`src/rtl/vram_arbiter_if.sv`:
```
// Bus bundle between the framebuffer arbiter and its neighbours.
// It carries three groups of signals:
//   - VGA scan-out: read_pixel, row, col in; vga_data out.
//   - Pixel-write client: wr_valid, wr_x, wr_y, wr_color in; wr_ready out.
//   - Framebuffer RAM port: ram_addr, ram_we, ram_wdata out; ram_rdata in.
// The slave modport is the arbiter's view of the bus.
// The master modport is the view of the environment that drives it.
interface vram_arbiter_if;
  logic        read_pixel;
  logic [8:0]  row;
  logic [9:0]  col;
  logic [11:0] vga_data;
  logic        wr_valid;
  logic        wr_ready;
  logic [9:0]  wr_x;
  logic [8:0]  wr_y;
  logic [11:0] wr_color;
  logic [18:0] ram_addr;
  logic        ram_we;
  logic [11:0] ram_wdata;
  logic [11:0] ram_rdata;

  modport slave (
    input  read_pixel, row, col,
    output vga_data,
    input  wr_valid, wr_x, wr_y, wr_color,
    output wr_ready,
    output ram_addr, ram_we, ram_wdata,
    input  ram_rdata
  );

  modport master (
    output read_pixel, row, col,
    input  vga_data,
    output wr_valid, wr_x, wr_y, wr_color,
    input  wr_ready,
    input  ram_addr, ram_we, ram_wdata,
    output ram_rdata
  );
endinterface

```
`src/rtl/vram_arbiter.sv`:
```
// Single-port framebuffer arbiter.
// Display reads (read_pixel low) always own the RAM port.
// Non-display cycles go either to the whole-screen clear engine or to
// popping the small pixel-write FIFO.
// Ports:
//   clk_i        pixel clock
//   rst_ni       synchronous reset, active low
//   bus          vram_arbiter_if.slave (VGA, write client, RAM port)
//   clr_req_i    single-cycle clear request
//   clr_color_i  fill colour, sampled together with clr_req_i
//   clr_busy_o   high from clear acceptance until the last clear write
//   clr_done_o   one-cycle pulse after the last clear write
//
// state | meaning
// IDLE  | normal operation; FIFO accepts writes and pops on free slots
// DRAIN | clear accepted; emptying the FIFO before the fill starts
// CLEAR | writing the latched colour to every address, 0 upward
module vram_arbiter #(
  parameter int H_RES = 640,
  parameter int V_RES = 480,
  parameter int DEPTH = 4
) (
  input  logic          clk_i,
  input  logic          rst_ni,
  vram_arbiter_if.slave bus,
  input  logic          clr_req_i,
  input  logic [11:0]   clr_color_i,
  output logic          clr_busy_o,
  output logic          clr_done_o
);
  localparam int PW = $clog2(DEPTH);
  localparam int CW = $clog2(DEPTH + 1);
  localparam logic [18:0] LAST_ADDR = 19'(H_RES * V_RES - 1);

  typedef enum logic [1:0] {IDLE, DRAIN, CLEAR} state_e;

  typedef struct packed {
    logic [18:0] addr;
    logic [11:0] color;
  } entry_t;

  state_e        state_q;
  entry_t        fifo_q [DEPTH];
  logic [PW-1:0] rd_ptr_q, wr_ptr_q;
  logic [CW-1:0] count_q, count_d;
  logic [18:0]   clr_cnt_q, last_addr_q;
  logic [11:0]   clr_color_q, last_wdata_q;
  logic          clr_busy_q, clr_done_q;

  logic display, in_range, push, do_pop, do_clear;

  // Row-major address y*H_RES + x.
  // For H_RES = 640 the constant multiply reduces to (y<<9) + (y<<7).
  function automatic logic [18:0] pix_addr(input logic [8:0] y, input logic [9:0] x);
    return 19'(y) * 19'(H_RES) + 19'(x);
  endfunction

  assign display  = ~bus.read_pixel;
  assign in_range = (bus.wr_x < 10'(H_RES)) && (bus.wr_y < 9'(V_RES));

  // The ready signal uses the registered count.
  // A pop in the same cycle does not free a slot early.
  assign bus.wr_ready = (count_q < CW'(DEPTH)) && (state_q == IDLE);

  // Out-of-range writes complete the handshake but are dropped here.
  assign push = bus.wr_valid && bus.wr_ready && in_range;

  assign do_clear = rst_ni && !display && (state_q == CLEAR);
  assign do_pop   = rst_ni && !display && (state_q != CLEAR) && (count_q != '0);
  assign count_d  = count_q + CW'(push) - CW'(do_pop);

  assign bus.vga_data = bus.ram_rdata;
  assign clr_busy_o   = clr_busy_q;
  assign clr_done_o   = clr_done_q;

  // The RAM samples on the falling edge.
  // Address and data are therefore steered combinationally within the cycle.
  always_comb begin
    bus.ram_addr  = last_addr_q;
    bus.ram_wdata = last_wdata_q;
    bus.ram_we    = 1'b0;
    if (display) begin
      bus.ram_addr = pix_addr(bus.row, bus.col);
    end else if (do_clear) begin
      bus.ram_addr  = clr_cnt_q;
      bus.ram_wdata = clr_color_q;
      bus.ram_we    = 1'b1;
    end else if (do_pop) begin
      bus.ram_addr  = fifo_q[rd_ptr_q].addr;
      bus.ram_wdata = fifo_q[rd_ptr_q].color;
      bus.ram_we    = 1'b1;
    end
  end

  always_ff @(posedge clk_i) begin
    if (!rst_ni) begin
      state_q      <= IDLE;
      rd_ptr_q     <= '0;
      wr_ptr_q     <= '0;
      count_q      <= '0;
      clr_cnt_q    <= '0;
      clr_color_q  <= '0;
      clr_busy_q   <= 1'b0;
      clr_done_q   <= 1'b0;
      last_addr_q  <= '0;
      last_wdata_q <= '0;
    end else begin
      last_addr_q  <= bus.ram_addr;
      last_wdata_q <= bus.ram_wdata;
      count_q      <= count_d;
      clr_done_q   <= 1'b0;

      if (push) begin
        fifo_q[wr_ptr_q] <= '{addr: pix_addr(bus.wr_y, bus.wr_x), color: bus.wr_color};
        wr_ptr_q         <= wr_ptr_q + PW'(1);
      end
      if (do_pop) begin
        rd_ptr_q <= rd_ptr_q + PW'(1);
      end

      case (state_q)
        IDLE: begin
          if (clr_req_i) begin
            clr_color_q <= clr_color_i;
            clr_busy_q  <= 1'b1;
            clr_cnt_q   <= '0;
            // A push accepted in the same cycle must be written before the fill.
            state_q     <= (count_d != '0) ? DRAIN : CLEAR;
          end
        end
        DRAIN: begin
          if (count_q == '0) begin
            clr_cnt_q <= '0;
            state_q   <= CLEAR;
          end
        end
        CLEAR: begin
          // Display slots simply stall the counter, so no address is skipped.
          if (do_clear) begin
            if (clr_cnt_q == LAST_ADDR) begin
              clr_cnt_q  <= '0;
              clr_busy_q <= 1'b0;
              clr_done_q <= 1'b1;
              state_q    <= IDLE;
            end else begin
              clr_cnt_q <= clr_cnt_q + 19'd1;
            end
          end
        end
        default: state_q <= IDLE;
      endcase
    end
  end
endmodule

```
`src/flat_wrapper.sv`:
```
// flat-port wrapper written by rule: the top's interface ports become plain ports
module vram_arbiter_flat 
#(
  parameter int H_RES = 640,
  parameter int V_RES = 480,
  parameter int DEPTH = 4
)
  (clk_i, rst_ni, clr_req_i, clr_color_i, clr_busy_o, clr_done_o, bus_read_pixel, bus_row, bus_col, bus_vga_data, bus_wr_valid, bus_wr_x, bus_wr_y, bus_wr_color, bus_wr_ready, bus_ram_addr, bus_ram_we, bus_ram_wdata, bus_ram_rdata);
  vram_arbiter_if bus_i ();
  input  logic clk_i;
  input  logic rst_ni;
  input  logic clr_req_i;
  input  logic [11:0] clr_color_i;
  output logic clr_busy_o;
  output logic clr_done_o;
  input wire logic [$bits(bus_i.read_pixel)-1:0] bus_read_pixel;
  input wire logic [$bits(bus_i.row)-1:0] bus_row;
  input wire logic [$bits(bus_i.col)-1:0] bus_col;
  output wire logic [$bits(bus_i.vga_data)-1:0] bus_vga_data;
  input wire logic [$bits(bus_i.wr_valid)-1:0] bus_wr_valid;
  input wire logic [$bits(bus_i.wr_x)-1:0] bus_wr_x;
  input wire logic [$bits(bus_i.wr_y)-1:0] bus_wr_y;
  input wire logic [$bits(bus_i.wr_color)-1:0] bus_wr_color;
  output wire logic [$bits(bus_i.wr_ready)-1:0] bus_wr_ready;
  output wire logic [$bits(bus_i.ram_addr)-1:0] bus_ram_addr;
  output wire logic [$bits(bus_i.ram_we)-1:0] bus_ram_we;
  output wire logic [$bits(bus_i.ram_wdata)-1:0] bus_ram_wdata;
  input wire logic [$bits(bus_i.ram_rdata)-1:0] bus_ram_rdata;
  assign bus_i.read_pixel = bus_read_pixel;
  assign bus_i.row = bus_row;
  assign bus_i.col = bus_col;
  assign bus_vga_data = bus_i.vga_data;
  assign bus_i.wr_valid = bus_wr_valid;
  assign bus_i.wr_x = bus_wr_x;
  assign bus_i.wr_y = bus_wr_y;
  assign bus_i.wr_color = bus_wr_color;
  assign bus_wr_ready = bus_i.wr_ready;
  assign bus_ram_addr = bus_i.ram_addr;
  assign bus_ram_we = bus_i.ram_we;
  assign bus_ram_wdata = bus_i.ram_wdata;
  assign bus_i.ram_rdata = bus_ram_rdata;
  vram_arbiter #(.H_RES(H_RES), .V_RES(V_RES), .DEPTH(DEPTH)) u_core (.clk_i(clk_i), .rst_ni(rst_ni), .bus(bus_i), .clr_req_i(clr_req_i), .clr_color_i(clr_color_i), .clr_busy_o(clr_busy_o), .clr_done_o(clr_done_o));
endmodule
```
`config.mk`:
```
export PLATFORM = sky130hd
export DESIGN_NAME = vram_arbiter_flat
export DESIGN_NICKNAME = d
export VERILOG_FILES = /design/src/rtl/vram_arbiter_if.sv /design/src/rtl/vram_arbiter.sv /design/src/flat_wrapper.sv
export SDC_FILE = /design/constraint.sdc
export NUM_CORES = 1
export LEC_CHECK = 0
export CAP_MARGIN = 20
export CORE_MARGIN = 1.5
export CORE_UTILIZATION = 30
export CTS_CLUSTER_SIZE = 20
export DETAILED_ROUTE_END_ITERATION = 8
export PLACE_DENSITY = 0.47
export SLEW_MARGIN = 20
export SYNTH_ARGS = -nofsm -noshare
export SYNTH_HDL_FRONTEND = slang
export SYNTH_SLANG_ARGS = --single-unit
export TNS_END_PERCENT = 100
```
`constraint.sdc`:
```
create_clock -name clk_i -period 3.41 [get_ports clk_i]
set_input_delay 0.5115 -clock clk_i [delete_from_list [all_inputs] [get_ports clk_i]]
set_output_delay 0.5115 -clock clk_i [all_outputs]
set_load 0.05 [all_outputs]
```
==> Word level (Yosys, flattened, before mapping) <==
Memories as Yosys holds them, arrays and structs flattened. A register that Yosys moved wholly into a read port is not among the register bits.
Index checks and enable logic that the tools add are counted.
{ "totals": {"ff_bits": 73, "latchBits": 0, "ram_bits": 124, "romBits": 0, "input_bits": 79, "out_inout_bits": 47, "word_cells": 80, "n_memories": 1} }
{ "op_classes": {"add_sub_neg": 7, "n_mul": 2, "div_mod_pow": 0, "n_lt_le_gt_ge": 3, "eq_ne": 8, "shifts": 0, "mux": 30, "n_bitwise": 0, "n_reduce_logical": 19} }
{ "memory_table": {"columns": ["memory", "depth", "width", "rd", "rd_ports_with_merged_regs", "wr", "line", "source"], "rows": [
  ["u_core.fifo_q", 4, 31, 1, 1, 1, "vram_arbiter.sv:43", "entry_t fifo_q [DEPTH];"]
]} }
{ "ops": {"columns": ["operator", "n"], "rows": [
  ["19-bit 2-to-1 mux", 7],
  ["19-bit case mux with 3 select lines", 1],
  ["19-bit by 10-bit adder with 19-bit output", 2],
  ["12-bit 2-to-1 mux", 3],
  ["9-bit by 3-bit multiplier with 12-bit output (second input constant)", 2],
  ["19-bit by 1-bit adder with 19-bit output (second input constant)", 1],
  ["19-bit equality test (second input constant)", 1],
  ["2-bit 2-to-1 mux", 7],
  ["4-bit AND reduction", 3],
  ["10-bit < comparator (second input constant)", 1],
  ["1-bit 2-to-1 mux", 10],
  ["9-bit < comparator (second input constant)", 1],
  ["3-bit nonzero test", 3],
  ["1-bit logical AND", 8],
  ["2-bit inequality test (second input constant)", 3],
  ["2-bit case mux with 3 select lines", 1],
  ["2-bit by 1-bit adder with 2-bit output (second input constant)", 2],
  ["2-bit by 1-bit inequality test with 1-bit output (second input constant)", 2],
  ["3-bit by 1-bit adder with 3-bit output", 1],
  ["3-bit zero test", 1],
  ["3-bit < comparator (second input constant)", 1],
  ["3-bit AND reduction", 1],
  ["3-bit by 1-bit subtractor with 3-bit output", 1],
  ["2-bit by 1-bit equality test with 1-bit output (second input constant)", 1],
  ["other kinds (5)", 5]
]} }

==> Logic depth before layout (Yosys ltp) <==
Gate-level depths: netlist (run 1).
{ "depth": {"word_depth": 10, "depth_mapped": 15, "depth_no_buf": 12} }

==> Worst setup path after synthesis (run 1) <==
OpenSTA, ideal clock, no wires.
{ "synth_path": {"kind": "input port to output port", "startpoint": "input bus_row[1]", "endpoint": "output bus_ram_addr[17]", "t_arrival_ps": 3310, "t_required_ps": 2898, "path_slack_ps": -412, "cell_stages": 9, "n_path_buf": 0, "cell_sequence": "ha_1 -> ha_1 -> fa_1 -> a211oi_1 -> o21bai_1 -> a21oi_1 -> xnor2_1 -> nand4_1 -> a31oi_1"} }
{ "synth_between": {"elab_chain_cells": 3} }
{ "synth_lines": {"columns": ["element", "line", "source"], "rows": [
  ["start, declared", "flat_wrapper.sv:17", "input wire logic [$bits(bus_i.row)-1:0] bus_row;"],
  ["9-bit by 3-bit multiplier with 12-bit output", "vram_arbiter.sv:55", "return 19'(y) * 19'(H_RES) + 19'(x);"],
  ["19-bit by 10-bit adder with 19-bit output", "vram_arbiter.sv:55", null],
  ["19-bit 2-to-1 mux", "vram_arbiter.sv:82", "if (display) begin"],
  ["end, declared", "flat_wrapper.sv:25", "output wire logic [$bits(bus_i.ram_addr)-1:0] bus_ram_addr;"]
]} }
Every way passes these cells.

==> Worst setup path after layout (run 1) <==
{ "layout_path": {"startpoint": "input bus_row[5]", "endpoint": "output bus_ram_addr[17]"} }
The elaborated chain is that of the path after synthesis.

==> impl_metrics.json, run 1 <==
{
  "finalWorstSetupSlack_ns": 0.0499,
  "netlist.area_leader.share_pct": 39.1,
  "clk_latency_ns": 0.44,
  "diodes": 0,
  "p_clk_share_pct": 27.1,
  "hold_viol_final": 0,
  "overflow": 0,
  "yosys-top-cells-area": "edfxtp_1, dfxtp_1, mux4_2",
  "syn_to_final_growth_pct": 31.0,
  "synthesis.nets": 874,
  "rr_worst_depth": 12,
  "cts.path.max_buffers": 2,
  "ant_nets": 0,
  "ys_seq_area_share_pct": 54.9,
  "post-place-ws_ns": -0.553,
  "yosys_warnings": 0,
  "yosys_register_bits": 199,
  "drt_iter0_drc": 321,
  "cp-start-kind": "input port",
  "setup_total_negative_slack_ns": 0,
  "crit_fanout": 3,
  "p_leak_nw": 4.44,
  "worstMarginPinSlew_ns": 0.644,
  "synth_edf_count": 124,
  "port_buffers": 101,
  "cpPeakStageDelay_ns": 0.40,
  "required_ns": 2.90,
  "gp_congestion": 0.752,
  "yosysMostFrequentCell": "edfxtp_1",
  "final_max_slew_viol_count": 0,
  "seq_power_share_pct": 38.9,
  "drt-vias-per-instance": 4.66,
  "final_cells": 1311,
  "fin_crit_sh_pct": 98.5,
  "routed_wl_mm": 21.0,
  "arrival_ns": 2.85,
  "hpwlAfterDp_mm": 14.9,
  "fin_worst_skew_ns": 0.00916,
  "synth_area_per_cell_sq_um": 12.7,
  "h-tree-depth": 4,
  "grt_pass1_wl_mm": 34.0,
  "drc_errors": 0,
  "hold_depth": 2,
  "cts_tree": "yes",
  "syn-cell-area_sq_um": 9520,
  "grt_use_total_pct": 13.3,
  "power_w": 0.00741,
  "yosysUniqueCellTypes": 71,
  "reg2reg_to": "u_core.state_q[1]",
  "path_cells": "dlygate4sd2_1, ha_1, ha_4, buf_4, nand2_1, a21oi_1, or3_4, and2_4, a31o_2, a31oi_4, buf_12",
  "grt_pass1_vias": 6266,
  "die_area_sq_um": 32800,
  "r2r_start": "u_core.state_q[1]",
  "clkSlewWorstSetupHoldPaths_ns": 0.07,
  "cts-hold-fix-buffers": 0,
  "async_reset_ff_share_pct": 0,
  "slew-limit-headroom_pct": 57.1,
  "first_pass_iters": 4,
  "period_minus_slack_ns": 3.36,
  "max_cap_viol_count": 0,
  "vias": 6113,
  "clock-sinks": 199,
  "endpoint_kind": "output pin",
  "die_h_um": 181,
  "p_sw_share_pct": 32.2,
  "ys.flop_type": "edfxtp_1",
  "power_density_nw_per_um2": 594,
  "ys_top_cells_by_count": "edfxtp_1, dfxtp_1, nand2_1, nor2_1, ha_1",
  "synth_cells": 749,
  "max_freq_ghz": 0.298,
  "cts_buffers": 17,
  "layout-drive-gt1-share_pct": 23.9,
  "antenna_found_initial": 0,
  "row_count": 65,
  "p_comb_share_pct": 34.0,
  "reg2reg_setup_slack_ns": 0.57,
  "critical_path_class": "in -> out",
  "slowest_stage": "or3_4",
  "hp-start": "u_core.clr_color_q[9]",
  "root_buffer": "clkbuf_16",
  "worst_hold_path.endpoint": "u_core.clr_color_q[9]",
  "floorplan.initialDensity_pct": 30.3,
  "coreArea_sq_um": 31400,
  "p_int_w": 0.00502,
  "hold_path_class": "reg -> reg",
  "routedWlPerCell_um": 16.0,
  "fin_nets": 1021,
  "grt_max_degree": 69,
  "grt_setup_unrepaired": "true",
  "post-place-cells": 1274,
  "synth_top_area_cell": "edfxtp_1",
  "pin_count": 126,
  "status": "completed",
  "power_switching_w": 0.00239,
  "chipWidth_um": 181,
  "ir_worst_vdd_v": 0.000388,
  "finalSetupViolCount": 0
}
[per-stage QoR]
stage                     utilization [%]  hold WS [ns]  cell area (sq um)
after global placement               37.0         0.452              11600
final                                39.8         0.467              12500
after floorplan                         -         0.444               9540
after detailed placement             37.0         0.458              11600
after global routing                 39.8         0.488              12500
after CTS                            39.6         0.468              12400
[worst max path at each step]
stage | from | to | slack [ns]
final | bus_row[5] | bus_ram_addr[17] | 0.05
after CTS | bus_row[3] | bus_ram_addr[18] | -0.05
after detailed placement | bus_row[1] | bus_ram_addr[17] | -0.55
after floorplan | u_core.state_q[0] | u_core.fifo_q[1][0] | 0.03
after global routing | bus_row[5] | bus_ram_addr[17] | -0.02
after global placement | bus_row[1] | bus_ram_addr[17] | -0.53
[cells by family (layout without fill, tap and decap cells)]
kind of cell,after synthesis,in the layout,synth area share (%)
muxes,32,32,7.63
and+or+nand+nor,218,218,12.1
AOI/OAI and AO/OA,142,142,10.5
DFF,199,199,54.9
buffers and inverters,65,225,3.95
adders and majority gates,46,46,6.44
xor gates and xnor gates,47,47,4.48
[registers in the layout, summed over array words and instances (netlist names), named ones only]
| register | cells |
|---|---|
| u_core.fifo_q | 124 |
| u_core.clr_done_o | 1 |
| u_core.wr_ptr_q | 2 |
| u_core.rd_ptr_q | 2 |
| u_core.clr_color_q | 12 |
| u_core.count_q | 3 |
| u_core.clr_cnt_q | 19 |
| u_core.last_wdata_q | 12 |
| u_core.last_addr_q | 19 |
| u_core.clr_busy_o | 1 |
| u_core.state_q | 2 |
[routing by layer]
layer	vias to the layer above	track usage, %	part of all wire, %
li1	3072	-	-
met1	2914	18.3	49
met5	-	0	0
met4	0	4.77	1.4
met3	26	2.56	4.0
met2	101	20.8	46
[repair_timing]
action | CTS | global route
setup endpoints to repair | 7 | 5
endpoints found under the hold margin | 0 | 0
gates resized for setup | 49 | 11
pin swaps | 17 | 16
setup buffers | 5 | 0
[power groups by stage]
stage          logic [W]  registers [W]  clock network, W
5_1_grt          0.00273        0.00291           0.00217
4_1_cts          0.00253        0.00288           0.00208
3_3_place_gp     0.00247        0.00294                 0
2_1_floorplan    0.00157        0.00289                 0
6_report         0.00252        0.00288           0.00201
3_5_place_dp     0.00246        0.00294                 0
[layout by cell type (no fill, tap or decap), drive strengths merged, types with 4 or more instances in the layout]
cell / netlist / layout
a211oi: 4 / 4
a21boi: 14 / 14
a21oi: 19 / 19
a221oi: 5 / 5
a22o: 7 / 7
a22oi: 23 / 23
a31oi: 11 / 11
and2: 38 / 38
and3: 7 / 7
buf: 34 / 110
clkbuf: 12 / 18
clkdlybuf4s50: 0 / 60
clkinv: 0 / 5
dfxtp: 75 / 75
edfxtp: 124 / 124
fa: 5 / 5
ha: 41 / 41
inv: 19 / 25
mux4: 31 / 31
nand2: 68 / 68
nand3: 11 / 11
nand4: 9 / 9
nor2: 45 / 45
nor2b: 7 / 7
nor3: 9 / 9
nor4: 6 / 6
o21a: 7 / 7
o21ai: 29 / 29
xnor2: 20 / 20
xor2: 26 / 26
[worst max-delay path: cells and delay by family]
kind	cells	cell delay [ns]
compound gates	3	0.54
buf+inv	3	0.58
simple gates	3	0.66
fa+ha+maj	2	0.57
[layout make-up]
cell class	instances	area, sq um
Clock buffer	17	425
Inverter	19	71.3
Sequential cell	199	5230
Multi-Input combinational cell	485	4180
Fill cell	2981	18900
Timing Repair Buffer	174	1910
Tap cell	402	503
Clock inverter	15	166
No activity file was read; power rests on OpenSTA's default activity.
==> run 2: changes to the inputs <==
Clock period 3.41 ns to 3.2 ns, I/O delays scaled along.
==> run 2 against run 1 <==
  * Cell count rose by 2.0%
  * Utilization up 1.0 points
  * Non-clock buffer count grew 27
  * Hold slack worse by 0.0026 ns
  * Largest cell class unchanged
  * Die area did not move
  * Critical path depth increased by 2
  * Register-to-register slack got worse by 0.10 ns
  * The run now ends with negative setup slack left
  * First-iteration DRC count grew 5.0%
  * Clock skew is 0.0033 ns lower
  * Highest routed layer unchanged
  * Combinational power increased by 12%
  * Global-route usage increased by 0.089 points
  * Routed wire length grew 2.2%
  * Critical path type unchanged
==> impl_metrics.json, run 2 (synthesized netlist as in run 1, its figures left out) <==
{
  "overflow": 0,
  "reg2reg_to": "u_core.state_q[1]",
  "path_cells": "buf_8, ha_4, ha_4, fa_2, buf_6, a211oi_4, nor2_2, xor2_1, nor3b_2, buf_4, a31o_2, a31oi_4, buf_12",
  "grt_use_total_pct": 13.4,
  "p_sw_share_pct": 31.2,
  "antenna_found_initial": 0,
  "final_max_slew_viol_count": 0,
  "grt_pass1_wl_mm": 34.1,
  "chipWidth_um": 181,
  "clock-sinks": 199,
  "root_buffer": "clkbuf_16",
  "slowest_stage": "fa_2",
  "hold_viol_final": 0,
  "cts_buffers": 17,
  "power_switching_w": 0.00256,
  "cts-hold-fix-buffers": 0,
  "first_pass_iters": 5,
  "row_count": 65,
  "critical_path_class": "in -> out",
  "post-route-util_pct": 40.8,
  "grt_max_degree": 69,
  "crit_family": "adder cells",
  "clkSlewWorstSetupHoldPaths_ns": 0.07,
  "finalWorstSetupSlack_ns": -0.184,
  "crit_fanout": 2,
  "final_cell_area_sq_um": 12800,
  "largest_register": "u_core.fifo_q",
  "drt-vias-per-instance": 4.67,
  "cpPeakStageDelay_ns": 0.36,
  "diodes": 0,
  "max_cap_viol_count": 0,
  "worstMarginPinSlew_ns": 0.641,
  "hpwlAfterDp_mm": 15.0,
  "startpoint": "bus_row[3]",
  "crit_top_cell": "ha_4",
  "reg_top3": "u_core.fifo_q: 124 flops, u_core.clr_cnt_q: 19 flops, u_core.last_addr_q: 19 flops",
  "die_area_sq_um": 32800,
  "layout-drive-gt1-share_pct": 26.7,
  "required_ns": 2.72,
  "cp-start-kind": "input port",
  "routed_wl_mm": 21.4,
  "drc_errors": 0,
  "port_buffers": 101,
  "vias": 6244,
  "fin_worst_skew_ns": 0.00585,
  "p_int_w": 0.00566,
  "final_common_cell": "edfxtp_1",
  "power_density_nw_per_um2": 642,
  "drt_iter0_drc": 337,
  "gp_congestion": 0.744,
  "p_comb_share_pct": 34.3,
  "slew-limit-headroom_pct": 57.2,
  "clk_latency_ns": 0.44,
  "ant_nets": 0,
  "p_clk_share_pct": 28.6,
  "cts.path.max_buffers": 2,
  "h-tree-depth": 4,
  "hold_path_class": "reg -> reg",
  "grt_setup_unrepaired": "true",
  "pin_count": 126,
  "final_cell_mix": "edfxtp_1, buf_4, dfxtp_1",
  "syn_to_final_growth_pct": 34.4,
  "die_h_um": 181,
  "routedWlPerCell_um": 16.0,
  "fin_nets": 1048,
  "endpoint_kind": "output pin",
  "arrival_ns": 2.90,
  "reg2reg_setup_slack_ns": 0.47,
  "endpoint": "bus_ram_addr[17]",
  "period_minus_slack_ns": 3.38,
  "placed_cell_area_sq_um": 11800,
  "ir_worst_vdd_v": 0.000410,
  "cts_tree": "yes",
  "status": "complete, but fails checks",
  "coreArea_sq_um": 31400,
  "max_freq_ghz": 0.295,
  "rr_worst_depth": 12,
  "floorplan.initialDensity_pct": 30.3,
  "post-place-cells": 1290,
  "r2r_start": "u_core.state_q[1]",
  "path_buf_inv": 4,
  "grt_pass1_vias": 6240,
  "violations": "negative setup slack",
  "fin_crit_sh_pct": 106,
  "final_cells": 1337,
  "seq_power_share_pct": 37.1,
  "cp.depth": 13,
  "largest_reg_flops": 124,
  "finalSetupViolCount": 4,
  "p_leak_nw": 4.63
}
run 2: worst min-delay path by stage:
| stage | start | to | slack [ns] | cells after the start |
|---|---|---|---|---|
| 5_1_grt | u_core.clr_color_q[6] | u_core.clr_color_q[6] | 0.49 | 2 |
| 3_5_place_dp | u_core.clr_color_q[5] | u_core.clr_color_q[5] | 0.46 | 2 |
| 3_3_place_gp | u_core.clr_color_q[11] | u_core.clr_color_q[11] | 0.45 | 2 |
| 2_1_floorplan | u_core.clr_color_q[10] | u_core.clr_color_q[10] | 0.44 | 2 |
| 4_1_cts | u_core.clr_color_q[5] | u_core.clr_color_q[5] | 0.47 | 2 |
| 6_report | u_core.clr_color_q[5] | u_core.clr_color_q[5] | 0.46 | 2 |
run 2: through the flow:
stage | hold WS (ns) | setup TNS (ns) | setup slack (ns) | total power, W
global route | 0.493 | -1.12 | -0.290 | 0.00864
finish | 0.464 | -0.626 | -0.184 | 0.00822
global placement | 0.454 | -9.24 | -0.679 | 0.00580
detailed placement | 0.458 | -9.40 | -0.679 | 0.00580
CTS | 0.467 | -0.604 | -0.172 | 0.00827
floorplan | 0.444 | -0.112 | -0.112 | 0.00476
run 2: cell type report:
type	instances	area (sq um)
Sequential cell	199	5230
Clock inverter	14	221
Tap cell	402	503
Clock buffer	17	425
Multi-Input combinational cell	485	4220
Timing Repair Buffer	201	2130
Fill cell	2972	18600
Inverter	19	71.3
run 2: repair_timing:
item | 4_1_cts | 5_1_grt
gates resized for setup | 56 | 12
pin swaps | 23 | 23
setup endpoints to repair | 8 | 14
gates cloned | 0 | 0
setup buffers | 13 | 4
run 2: per-layer routing:
metal | up-vias | GRT usage, % | wire length, um
met5 | - | 0 | 0
met4 | 0 | 3.67 | 195
met3 | 13 | 2.68 | 687
met2 | 94 | 21.4 | 10100
met1 | 3015 | 18.4 | 10400
li1 | 3122 | - | -
run 2: power by group through the flow:
stage / sequential, W / combinational, W / clock (W)
2_1_floorplan: 0.00308 / 0.00168 / 0
3_3_place_gp: 0.00311 / 0.00270 / 0
3_5_place_dp: 0.00311 / 0.00269 / 0
4_1_cts: 0.00305 / 0.00280 / 0.00242
5_1_grt: 0.00307 / 0.00305 / 0.00253
6_report: 0.00305 / 0.00282 / 0.00235
run 2: worst min-delay path, stage by stage, from the launching register on:
cell	delay (ns)
dfxtp_1	0.31
nand2_1	0.04
a21boi_0	0.06
